<file path="src/rtl/multi_channel_timer_if.sv">
// Bus bundle for multi_channel_timer: configuration, run control, status and count readback.
// The controller drives the master side; the timer block sits on the slave side.
interface multi_channel_timer_if #(
  parameter int NUM_CH = 4,
  parameter int WIDTH  = 17,
  parameter int CH_W   = 2
) ();
  logic              cfg_valid;
  logic [CH_W-1:0]   cfg_ch;
  logic [WIDTH-1:0]  cfg_target;
  logic [1:0]        cfg_mode;
  logic              cfg_err;
  logic [NUM_CH-1:0] start;
  logic [NUM_CH-1:0] stop;
  logic [NUM_CH-1:0] busy;
  logic [NUM_CH-1:0] expire;
  logic [NUM_CH-1:0] wave;
  logic [CH_W-1:0]   rd_ch;
  logic [WIDTH-1:0]  rd_count;

  modport master (
    output cfg_valid, cfg_ch, cfg_target, cfg_mode, start, stop, rd_ch,
    input  cfg_err, busy, expire, wave, rd_count
  );

  modport slave (
    input  cfg_valid, cfg_ch, cfg_target, cfg_mode, start, stop, rd_ch,
    output cfg_err, busy, expire, wave, rd_count
  );
endinterface

</file>
<file path="src/rtl/multi_channel_timer.sv">
// N-channel programmable interval timer: one-shot / periodic / toggle per channel,
// one-cycle expiry pulses, square-wave outputs and registered count readback.

module multi_channel_timer_ch #(
  parameter int WIDTH = 17
) (
  input  logic             clk,
  input  logic             reset,
  input  logic             cfg_wr,
  input  logic [WIDTH-1:0] cfg_target,
  input  logic [1:0]       cfg_mode,
  input  logic             start,
  input  logic             stop,
  output logic             busy,
  output logic             expire,
  output logic             wave,
  output logic             cfg_rej,
  output logic [WIDTH-1:0] count
);
  typedef enum logic {IDLE, RUN} state_t;
  localparam logic [1:0] MODE_ONESHOT = 2'b00;
  localparam logic [1:0] MODE_TOGGLE  = 2'b10;

  state_t           state, state_nxt;
  logic [WIDTH-1:0] target, target_nxt, count_nxt;
  logic [1:0]       mode, mode_nxt;
  logic             expire_nxt, wave_nxt;

  always_ff @(posedge clk) begin
    if (reset) begin
      state  <= IDLE;
      count  <= '0;
      target <= '0;
      mode   <= MODE_ONESHOT;
      expire <= 1'b0;
      wave   <= 1'b0;
    end else begin
      state  <= state_nxt;
      count  <= count_nxt;
      target <= target_nxt;
      mode   <= mode_nxt;
      expire <= expire_nxt;
      wave   <= wave_nxt;
    end
  end

  always_comb begin
    state_nxt  = state;
    count_nxt  = count;
    target_nxt = target;
    mode_nxt   = mode;
    expire_nxt = 1'b0;
    wave_nxt   = wave;
    case (state)
      IDLE: begin
        // Config lands before the start so a same-cycle start runs with the new settings.
        if (cfg_wr) begin
          target_nxt = cfg_target;
          mode_nxt   = cfg_mode;
          wave_nxt   = 1'b0;
        end
        if (start && !stop) begin
          state_nxt = RUN;
          count_nxt = '0;
        end
      end
      RUN: begin
        if (start && !stop) begin
          count_nxt = '0;
        end else if (count == target) begin
          // Terminal count still pulses when a stop coincides, then drops to IDLE.
          count_nxt  = '0;
          expire_nxt = 1'b1;
          if (mode == MODE_TOGGLE) wave_nxt = ~wave;
          if (mode == MODE_ONESHOT || stop) state_nxt = IDLE;
        end else if (stop) begin
          state_nxt = IDLE;
        end else begin
          count_nxt = count + 1'b1;
        end
      end
      default: state_nxt = IDLE;
    endcase
  end

  always_comb begin
    busy    = (state == RUN);
    cfg_rej = cfg_wr && (state == RUN);
  end
endmodule

module multi_channel_timer #(
  parameter int NUM_CH = 4,
  parameter int WIDTH  = 17,
  parameter int CH_W   = 2
) (
  input logic                clk,
  input logic                reset,
  multi_channel_timer_if.slave bus
);
  logic [NUM_CH-1:0][WIDTH-1:0] count;
  logic [NUM_CH-1:0]            busy, expire, wave, cfg_rej;
  logic                         cfg_bad, rd_ok;
  logic                         cfg_err_q;
  logic [WIDTH-1:0]             rd_count_q;

  for (genvar i = 0; i < NUM_CH; i++) begin : g_ch
    multi_channel_timer_ch #(.WIDTH(WIDTH)) u_ch (
      .clk        (clk),
      .reset      (reset),
      .cfg_wr     (bus.cfg_valid && (bus.cfg_ch == CH_W'(i))),
      .cfg_target (bus.cfg_target),
      .cfg_mode   (bus.cfg_mode),
      .start      (bus.start[i]),
      .stop       (bus.stop[i]),
      .busy       (busy[i]),
      .expire     (expire[i]),
      .wave       (wave[i]),
      .cfg_rej    (cfg_rej[i]),
      .count      (count[i])
    );
  end

  assign cfg_bad = bus.cfg_valid && (int'(bus.cfg_ch) >= NUM_CH);
  assign rd_ok   = int'(bus.rd_ch) < NUM_CH;

  always_ff @(posedge clk) begin
    if (reset) begin
      cfg_err_q  <= 1'b0;
      rd_count_q <= '0;
    end else begin
      cfg_err_q  <= cfg_bad | (|cfg_rej);
      rd_count_q <= rd_ok ? count[bus.rd_ch] : '0;
    end
  end

  assign bus.busy     = busy;
  assign bus.expire   = expire;
  assign bus.wave     = wave;
  assign bus.cfg_err  = cfg_err_q;
  assign bus.rd_count = rd_count_q;
endmodule
</file>
<file path="src/flat_wrapper.sv">
// flat-port wrapper written by rule: the top's interface ports become plain ports
module multi_channel_timer_flat 
#(
  parameter int NUM_CH = 4,
  parameter int WIDTH  = 17,
  parameter int CH_W   = 2
)
  (clk, reset, bus_cfg_valid, bus_cfg_ch, bus_cfg_target, bus_cfg_mode, bus_start, bus_stop, bus_rd_ch, bus_cfg_err, bus_busy, bus_expire, bus_wave, bus_rd_count);
  multi_channel_timer_if #(.NUM_CH(NUM_CH), .WIDTH(WIDTH), .CH_W(CH_W)) bus_i ();
  input logic clk;
  input logic reset;
  input wire logic [$bits(bus_i.cfg_valid)-1:0] bus_cfg_valid;
  input wire logic [$bits(bus_i.cfg_ch)-1:0] bus_cfg_ch;
  input wire logic [$bits(bus_i.cfg_target)-1:0] bus_cfg_target;
  input wire logic [$bits(bus_i.cfg_mode)-1:0] bus_cfg_mode;
  input wire logic [$bits(bus_i.start)-1:0] bus_start;
  input wire logic [$bits(bus_i.stop)-1:0] bus_stop;
  input wire logic [$bits(bus_i.rd_ch)-1:0] bus_rd_ch;
  output wire logic [$bits(bus_i.cfg_err)-1:0] bus_cfg_err;
  output wire logic [$bits(bus_i.busy)-1:0] bus_busy;
  output wire logic [$bits(bus_i.expire)-1:0] bus_expire;
  output wire logic [$bits(bus_i.wave)-1:0] bus_wave;
  output wire logic [$bits(bus_i.rd_count)-1:0] bus_rd_count;
  assign bus_i.cfg_valid = bus_cfg_valid;
  assign bus_i.cfg_ch = bus_cfg_ch;
  assign bus_i.cfg_target = bus_cfg_target;
  assign bus_i.cfg_mode = bus_cfg_mode;
  assign bus_i.start = bus_start;
  assign bus_i.stop = bus_stop;
  assign bus_i.rd_ch = bus_rd_ch;
  assign bus_cfg_err = bus_i.cfg_err;
  assign bus_busy = bus_i.busy;
  assign bus_expire = bus_i.expire;
  assign bus_wave = bus_i.wave;
  assign bus_rd_count = bus_i.rd_count;
  multi_channel_timer #(.NUM_CH(NUM_CH), .WIDTH(WIDTH), .CH_W(CH_W)) u_core (.clk(clk), .reset(reset), .bus(bus_i));
endmodule
</file>
<file path="config.mk">
export PLATFORM = sky130hd
export DESIGN_NAME = multi_channel_timer_flat
export DESIGN_NICKNAME = d
export VERILOG_FILES = /design/src/rtl/multi_channel_timer_if.sv /design/src/rtl/multi_channel_timer.sv /design/src/flat_wrapper.sv
export SDC_FILE = /design/constraint.sdc
export NUM_CORES = 1
export LEC_CHECK = 0
export CAP_MARGIN = 10
export CORE_MARGIN = 5
export CORE_UTILIZATION = 33
export CTS_CLUSTER_DIAMETER = 120
export CTS_CLUSTER_SIZE = 28
export DETAILED_ROUTE_END_ITERATION = 8
export PLACE_DENSITY = 0.54
export SYNTH_ARGS = -nofsm -noshare
export SYNTH_HDL_FRONTEND = slang
export SYNTH_SLANG_ARGS = --single-unit
</file>
<file path="constraint.sdc">
create_clock -name clk -period 2.6 [get_ports clk]
set_clock_uncertainty 0.1 [all_clocks]
set_input_delay 0.65 -clock clk [delete_from_list [all_inputs] [get_ports clk]]
set_output_delay 0.65 -clock clk [all_outputs]
set_load 0.005 [all_outputs]
</file>
==> metrics.yaml, run 1 <==
finish:
  antenna-diode-count: 0
  seq_area_um2: 3480
  syn_to_final_growth_pct: 22.8
  mostFrequentLayoutCells: "226 x nand2_1, 174 x dfxtp_1, 111 x a21oi_1"
  multi_input_area_um2: 4720
  nets: 1150
  final_common_cell: "nand2_1"
  drive_gt1_share_pct: 14.3
  nFillCells: 2640
timing:
  setup_slack_ns: 0.0687
  fin_crit_sh_pct: 97.4
  tightest_slew_ns: 0.904
  layout_min_cycle_time_ns: 2.53
  rsz0062_at_grt: "false"
  setup_viol: 0
  slew_headroom_pct: 39.7
  report.final.slew_viol_count: 0
  fmax_mhz: 395
  hold_viol: 0
clock_network:
  cts_resized: 0
  h-tree-depth: 4
  postCtsSetupRepairBufs: 0
  cts_tree: "built"
  cts_num_sinks: 174
  cts_root_buffer: "clkbuf_16"
  path_clk_slew_ns: 0.07
  hold_buffers: 0
  numCtsBuffers: 17
  clk_latency_ns: 0.43
  clock_path_buffers: 2
placed_design:
  dp_worst_setup_slack_ns: -0.0779
  dp_hpwl_um: 20700
  globalplace.congestion: 0.864
  io_buffers: 63
routing:
  vias: 7675
  drc: 0
  postRouteAntennaNets: 0
  post_drt_via_cell_ratio: 5.26
  dr.pass1.iters: 5
  drt_wl_total_um: 28000
  post_drt_wl_per_cell_um: 19.2
  drtIter0Drc: 668
power:
  power_density_nw_per_um2: 577
  p_leak_nw: 3.82
  ir_drop_v: 0.000414
  finalPower_w: 0.00609
global_routing:
  track_usage_pct: 18.9
  grt_antenna_before_repair: 0
  grt_overflow: 0
  first_global_vias: 6925
  grt_max_degree: 108
  grt_pass1_wl_um: 42100
logic_synthesis:
  synthArstFlopShare_pct: 0
  syn-instance-count: 1030
  synth_seq_cells: 174
  synth_seq_area_share_pct: 40.5
  synth.distinct_cells: 71
  synth_edf_count: 0
  synth.avg_cell_area_um2: 8.36
  netlist_area_um2: 8610
  ys.flop_type: "dfxtp_1"
  yosys_warnings: 0
  synthesis.nets: 1068
floorplan:
  initial_utilization_pct: 33.3
  chipWidth_um: 172
  ioPinCount: 64
  dieArea_um2: 29400
  num_rows: 59
  die_height_um: 172
  core_um2: 25800
setup_path:
  crit_path_max_fanout: 11
  path_class: "register to output port"
  arrival_ns: 1.78
  start_kind: "register"
  cpMaxStageDelayCell: "dfxtp_1"
  reg2reg_setup_slack_ns: 0.22
  max_stage_delay_ns: 0.73
  cp.buffers_inverters: 1
  critical_path.top_delay_family: "flip-flops"
  crit_path_end_kind: "output port"
  crit_chain: "clkdlybuf4s50_1"
  cp.required_ns: 1.85
flow_run:
  max_cap_violations: 0
min_path:
  hold_path_class: "register to register"
outcome:
  status: "finished, final reports clean"
-- flip-flops by register name, indices dropped and copies added, names as in the netlist --
register	cells
u_core.bus.cfg_err	1
u_core.bus.rd_count	17
u_core.g_ch.u_ch.busy	4
u_core.g_ch.u_ch.count	68
u_core.g_ch.u_ch.expire	4
u_core.g_ch.u_ch.mode	8
u_core.g_ch.u_ch.target	68
u_core.g_ch.u_ch.wave	4
-- power breakdown --
part	internal (W)	leakage [nW]	total, W	switching [W]
clock network	0.00156	0.301	0.00272	0.00116
registers	0.00271	1.41	0.00275	0.0000428
logic	0.000246	2.11	0.000617	0.000372
-- per-stage QoR --
step | TNS, ns | utilization (%) | area [um^2] | hold WS [ns] | std cells
after floorplan | 0 | - | 8610 | 0.344 | 1030
after global placement | -0.155 | 38.5 | 9950 | 0.355 | 1428
after detailed placement | -0.281 | 38.5 | 9950 | 0.361 | 1428
after CTS | 0 | 40.9 | 10600 | 0.371 | 1460
after global routing | 0 | 40.9 | 10600 | 0.388 | 1460
final | 0 | 40.9 | 10600 | 0.368 | 1460
-- cells in the mapped netlist (all sizes together), types with 9 or more instances --
cell type / count / area share, %
a21oi: 113 / 6.7
a31oi: 12 / 0.87
and2: 24 / 1.8
and3: 18 / 1.3
buf: 34 / 2.5
clkbuf: 44 / 1.9
dfxtp: 174 / 40
inv: 9 / 0.39
mux4: 18 / 4.7
nand2: 227 / 9.9
nand3: 51 / 3.0
nand4: 20 / 1.5
nor2: 50 / 2.2
nor3: 16 / 1.3
o21ai: 19 / 1.1
or3: 17 / 1.2
xnor2: 49 / 5.2
xor2: 35 / 3.6
-- logic make-up (layout without fill, tap and decap cells) --
kind of cell,Yosys count,count (layout),synth area share (%)
buffers and inverters,87,182,4.85
multiplexers,22,22,5.17
flip-flops,174,174,40.5
AND/OR/NAND/NOR,471,471,26.8
AO/OA/AOI/OAI,188,188,13.3
adder cells (fa/ha/maj),4,4,0.581
XOR/XNOR,84,84,8.81
-- per-layer routing --
metal  global-route usage, %  share of wire [%]  vias to the layer above
met1                    27.4                 47                     3677
met2                    29.2                 45                      225
met3                    2.80                5.6                       33
li1                        -                  -                     3740
met5                       0                  0                        -
met4                    5.86                2.2                        0
-- worst paths after layout --
| kind | from | to | cells after the start |
|---|---|---|---|
| worst max-delay path | u_core.g_ch[0].u_ch.busy$_SDFF_PP0_ | bus_busy[0] | 1 |
| worst max register to register | u_core.g_ch[0].u_ch.count[2]$_SDFFE_PP0P_ | u_core.g_ch[0].u_ch.count[8]$_SDFFE_PP0P_ | 6 |
| worst min-delay path | u_core.g_ch[3].u_ch.target[11]$_SDFFE_PP0P_ | u_core.g_ch[3].u_ch.target[11]$_SDFFE_PP0P_ | 2 |
| worst min register to register | u_core.g_ch[3].u_ch.target[11]$_SDFFE_PP0P_ | u_core.g_ch[3].u_ch.target[11]$_SDFFE_PP0P_ | 2 |
-- area by class of cell --
class | instances | share of cell area, %
timing repair buffer | 141 | 12.2
tap | 335 | 3.97
clock inverter | 14 | 1.72
sequential | 174 | 33.0
inverter | 9 | 0.320
multi-input combinational | 769 | 44.7
clock buffer | 18 | 4.16
(Power assumes the default switching activity.)
==> inputs of run 2 (changes only) <==
--- a/config.mk
+++ b/config.mk
@@ -7,11 +7,11 @@
 export LEC_CHECK = 0
 export CAP_MARGIN = 10
 export CORE_MARGIN = 5
-export CORE_UTILIZATION = 33
+export CORE_UTILIZATION = 59
 export CTS_CLUSTER_DIAMETER = 120
 export CTS_CLUSTER_SIZE = 28
 export DETAILED_ROUTE_END_ITERATION = 8
-export PLACE_DENSITY = 0.54
+export PLACE_DENSITY = 0.84
 export SYNTH_ARGS = -nofsm -noshare
 export SYNTH_HDL_FRONTEND = slang
 export SYNTH_SLANG_ARGS = --single-unit
==> run 2 against run 1 <==
Net effect:
- fmax is 2.7% higher
- register-to-register slack better by 0.02 ns
- largest power group unchanged
- critical path type unchanged
- worst setup slack better by 0.066 ns
- combinational power is 4.4% lower
- cell count is 11% lower
- non-clock buffer count is 9 lower
- worst hold slack worse by 0.00066 ns
- via count is 5.1% higher
- global-route usage is 12 points higher
- first-iteration DRC count is 49% higher
- core utilization is 30 points higher
- sequential power hardly changed
==> metrics.yaml, run 2 (synthesis results as in run 1) <==
outcome:
  status: "finished, final reports clean"
min_path:
  worstHoldStart: "u_core.g_ch[3].u_ch.target[7]$_SDFFE_PP0P_"
  hold_path_class: "register to register"
clock_network:
  cts_resized: 0
  clock_path_buffers: 2
  hold_buffers: 0
  numCtsBuffers: 17
  cts_root_buffer: "clkbuf_16"
  cts_num_sinks: 174
  postCtsSetupRepairBufs: 0
  cts_tree: "built"
  h-tree-depth: 4
  clk_latency_ns: 0.44
  path_clk_slew_ns: 0.06
finish:
  multi_input_area_um2: 4720
  seq_area_um2: 3480
  mostFrequentLayoutCells: "226 x nand2_1, 174 x dfxtp_1, 111 x a21oi_1"
  syn_to_final_growth_pct: 18.8
  nFillCells: 1097
  drive_gt1_share_pct: 13.3
  final_common_cell: "nand2_1"
  final_core_util_pct: 70.9
  nets: 1141
power:
  ir_drop_v: 0.000516
  seq_power_share_pct: 48.1
  finalPower_w: 0.00573
  clkPwrFrac_pct: 41.6
  swShare_pct: 24.8
  switching_power_w: 0.00142
  p_leak_nw: 3.74
  power_density_nw_per_um2: 560
  pwr-share-comb_pct: 10.3
  p_int_w: 0.00431
routing:
  postRouteAntennaNets: 0
  post_drt_via_cell_ratio: 6.21
  post_drt_wl_per_cell_um: 19.8
  drc: 0
  drt_wl_total_um: 25800
  vias: 8069
  drtIter0Drc: 997
  dr.pass1.iters: 5
timing:
  setup_viol: 0
  hold_viol: 0
  fmax_mhz: 406
  layout_min_cycle_time_ns: 2.46
  slew_headroom_pct: 62.5
  setup_tns_ns: 0
  fin_crit_sh_pct: 94.8
  rsz0062_at_grt: "false"
  tightest_slew_ns: 0.561
  report.final.slew_viol_count: 0
setup_path:
  ff2ff_path_depth: 7
  crit_chain: "clkdlybuf4s50_1"
  cp.buffers_inverters: 1
  arrival_ns: 1.71
  start_kind: "register"
  path_class: "register to output port"
  max_stage_delay_ns: 0.67
  r2r-end: "u_core.g_ch[2].u_ch.count[14]$_SDFFE_PP0P_"
  crit_path_max_fanout: 11
  reg2reg_setup_slack_ns: 0.24
  worst-path-stages: 1
  cp.required_ns: 1.85
  cpMaxStageDelayCell: "dfxtp_1"
  critical_path.top_delay_family: "flip-flops"
  crit_path_end: "bus_busy[0]"
  crit_path_end_kind: "output port"
  crit_start: "u_core.g_ch[0].u_ch.busy$_SDFF_PP0_"
  r2r_start: "u_core.g_ch[2].u_ch.count[16]$_SDFFE_PP0P_"
floorplan:
  core_um2: 14400
  chipWidth_um: 131
  initial_utilization_pct: 59.7
  die_height_um: 131
  ioPinCount: 64
  num_rows: 44
  dieArea_um2: 17100
flow_run:
  max_cap_violations: 0
global_routing:
  grt_max_degree: 107
  grt_overflow: 0
  grt_antenna_before_repair: 1
  first_global_vias: 7503
  track_usage_pct: 31.1
  grt_pass1_wl_um: 40500
placed_design:
  globalplace.congestion: 0.945
  io_buffers: 63
  dp_hpwl_um: 18200
==> run 2: changes by cell type in the layout (fill, tap and decap cells not counted), sizes merged <==
cell,change
buf,-9
bufinv,-3
clkbuf,+8
clkinv,-1
diode,+1
inv,-5
==> run 2: cell type report <==
cell class                 instances  share of cell area [%]
antenna                            1                  0.0245
tap                              184                    2.25
sequential                       174                    34.1
multi-input combinational        769                    46.2
timing repair buffer             132                    11.8
inverter                           9                   0.330
clock buffer                      26                    5.08
clock inverter                     5                   0.294
==> run 2: how the worst min path moves through the flow <==
stage                     slack [ns]  cells after the start                                          end
final                           0.37                      2   u_core.g_ch[3].u_ch.target[7]$_SDFFE_PP0P_
after global routing            0.38                      2  u_core.g_ch[2].u_ch.target[16]$_SDFFE_PP0P_
after CTS                       0.37                      2   u_core.g_ch[0].u_ch.target[3]$_SDFFE_PP0P_
after detailed placement        0.36                      2   u_core.g_ch[0].u_ch.target[3]$_SDFFE_PP0P_
after global placement          0.35                      2   u_core.g_ch[1].u_ch.target[0]$_SDFFE_PP0P_
after floorplan                 0.34                      2     u_core.g_ch[2].u_ch.mode[0]$_SDFFE_PP0P_
==> run 2: metrics by stage <==
stage | area, um^2 | setup slack [ns] | hold WS [ns] | std cells
after global placement | 9680 | 0.200 | 0.353 | 1268
after floorplan | 8610 | 0.412 | 0.344 | 1030
after global routing | 10200 | 0.0917 | 0.379 | 1299
after CTS | 10200 | 0.124 | 0.367 | 1299
final | 10200 | 0.135 | 0.367 | 1300
after detailed placement | 9680 | 0.163 | 0.358 | 1268
==> run 2: power groups by stage <==
stage                     clock (W)  sequential [W]  combinational (W)
final                       0.00239         0.00276           0.000590
after CTS                   0.00239         0.00275           0.000581
after global routing        0.00250         0.00276           0.000637
after floorplan                   0         0.00280           0.000357
after detailed placement          0         0.00281           0.000575
after global placement            0         0.00281           0.000563
==> run 2: layer usage <==
layer  track usage, %  vias to the layer above  part of all wire (%)
met3             9.35                      104                    11
met2             48.6                      477                    46
met1             38.7                     3769                    38
met5                0                        -                     0
met4             17.1                        0                   5.0
li1                 -                     3719                     -
==> inputs of run 3 (changes only) <==
--- a/config.mk
+++ b/config.mk
@@ -6,7 +6,7 @@
 export NUM_CORES = 1
 export LEC_CHECK = 0
 export CAP_MARGIN = 10
-export CORE_MARGIN = 5
+export CORE_MARGIN = 8
 export CORE_UTILIZATION = 59
 export CTS_CLUSTER_DIAMETER = 120
 export CTS_CLUSTER_SIZE = 28
==> run 3 against run 2 <==
Net effect:
- first-iteration DRC count grew 5.4%
- clock-buffer cell count down 3
- fmax down 0.62%
- worst setup slack lost 0.015 ns
- non-clock buffer count increased by 1
- sequential power barely moved
- cell area increased by 0.65%
- critical path type unchanged
- critical endpoint unchanged
==> metrics.yaml, run 3 (synthesis results as in run 1) <==
timing:
  slew_headroom_pct: 61.5
  setup_tns_ns: 0
  fmax_mhz: 403
  layout_min_cycle_time_ns: 2.48
  tightest_slew_ns: 0.577
  rsz0062_at_grt: "false"
  hold_viol: 0
  setup_viol: 0
  fin_crit_sh_pct: 95.4
  hold_ws_ns: 0.367
  report.final.slew_viol_count: 0
routing:
  drt_wl_total_um: 25500
  postRouteAntennaNets: 0
  drc: 0
  post_drt_via_cell_ratio: 6.21
  post_drt_wl_per_cell_um: 19.6
  drtIter0Drc: 1051
  vias: 8084
  dr.pass1.iters: 7
clock_network:
  hold_buffers: 0
  clk_latency_ns: 0.43
  h-tree-depth: 4
  cts_num_sinks: 174
  cts_resized: 0
  postCtsSetupRepairBufs: 0
  path_clk_slew_ns: 0.06
  clock_path_buffers: 2
  numCtsBuffers: 17
  cts_root_buffer: "clkbuf_16"
  cts_tree: "built"
finish:
  final_area_um2: 10300
  syn_to_final_growth_pct: 19.6
  drive_gt1_share_pct: 13.5
  mostFrequentLayoutCells: "226 x nand2_1, 174 x dfxtp_1, 111 x a21oi_1"
  nFillCells: 1045
  nets: 1142
  final_common_cell: "nand2_1"
global_routing:
  track_usage_pct: 27.4
  use_met3_pct: 7.60
  use_met1_pct: 33.8
  first_global_vias: 7358
  grt_pass1_wl_um: 39400
  grt_max_degree: 42
  grt_antenna_before_repair: 3
  top_usage_layer: "met2"
  grt_overflow: 0
  grtUsageMet2_pct: 42.7
placed_design:
  place_area_um2: 9670
  io_buffers: 63
  globalplace.congestion: 0.971
  dp_hpwl_um: 18700
setup_path:
  cpMaxStageDelayCell: "dfxtp_1"
  cp.required_ns: 1.85
  ff2ff_path_depth: 7
  max_stage_delay_ns: 0.68
  r2r-end: "u_core.g_ch[2].u_ch.count[14]$_SDFFE_PP0P_"
  r2r_start: "u_core.g_ch[2].u_ch.count[1]$_SDFFE_PP0P_"
  path_class: "register to output port"
  start_kind: "register"
  crit_chain: "clkdlybuf4s50_1"
  cp.buffers_inverters: 1
  critical_path.top_delay_family: "flip-flops"
  arrival_ns: 1.73
  crit_path_end_kind: "output port"
  reg2reg_setup_slack_ns: 0.22
  crit_path_max_fanout: 11
floorplan:
  core_um2: 14400
  dieArea_um2: 18700
  die_height_um: 137
  chipWidth_um: 137
  initial_utilization_pct: 59.9
  ioPinCount: 64
  num_rows: 44
min_path:
  worstHoldStart: "u_core.g_ch[3].u_ch.target[2]$_SDFFE_PP0P_"
  hold_end: "u_core.g_ch[3].u_ch.target[2]$_SDFFE_PP0P_"
  holdPathStages: 2
  hold_path_class: "register to register"
power:
  ir_drop_v: 0.000472
  power_density_nw_per_um2: 584
  p_leak_nw: 3.77
flow_run:
  max_cap_violations: 0
outcome:
  status: "finished, final reports clean"
[run 3: cell count changes in the layout (fill, tap and decap cells not counted), sizes merged]
cell / delta
bufinv: +3
clkbuf: -3
clkinv: +1
buf: +1
[run 3: metal layers]
metal	vias to the layer above	part of all wire [%]
li1	3719	-
met1	3800	38
met2	465	45
met3	98	12
met4	2	4.7
met5	-	0.043
[run 3: power breakdown]
part           switching [W]  internal (W)
clock network        0.00106       0.00161
registers          0.0000428       0.00271
logic               0.000352      0.000228
[run 3: tightest hold or removal path: cells and delay by family (launching register included)]
family             cells  cell delay (ns)
DFF                    1             0.32
and+or+nand+nor        1             0.05
AOI/OAI and AO/OA      1             0.05
[run 3: cell type report]
class / count / area (um^2) / area share, %
Inverter: 9 / 33.8 / 0.328
Sequential cell: 174 / 3480 / 33.8
Antenna cell: 1 / 2.50 / 0.0243
Clock buffer: 23 / 488 / 4.74
Tap cell: 184 / 230 / 2.24
Timing Repair Buffer: 133 / 1200 / 11.7
Multi-Input combinational cell: 769 / 4720 / 45.9
Clock inverter: 9 / 133 / 1.29
[run 3: worst max-delay path by stage]
stage,startpoint,end,slack (ns),cells after the start
2_1_floorplan,bus_rd_ch[0],u_core.bus.rd_count[10]$_SDFF_PP0_,0.41,4
3_3_place_gp,bus_stop[2],u_core.g_ch[2].u_ch.count[11]$_SDFFE_PP0P_,0.24,5
3_5_place_dp,bus_stop[1],u_core.g_ch[1].u_ch.count[11]$_SDFFE_PP0P_,0.20,6
4_1_cts,u_core.g_ch[2].u_ch.busy$_SDFF_PP0_,bus_busy[2],0.10,1
5_1_grt,u_core.g_ch[2].u_ch.busy$_SDFF_PP0_,bus_busy[2],0.06,1
6_report,u_core.g_ch[0].u_ch.busy$_SDFF_PP0_,bus_busy[0],0.12,1
[run 3: stage by stage]
step                utilization, %  worst slack, ns  power (W)  instances
floorplan                        -            0.412    0.00316       1030
global placement              67.3            0.241    0.00337       1269
detailed placement            67.3            0.200    0.00338       1269
CTS                           71.6            0.105    0.00601       1301
global route                  71.7           0.0634    0.00618       1302
finish                        71.7            0.120    0.00601       1302
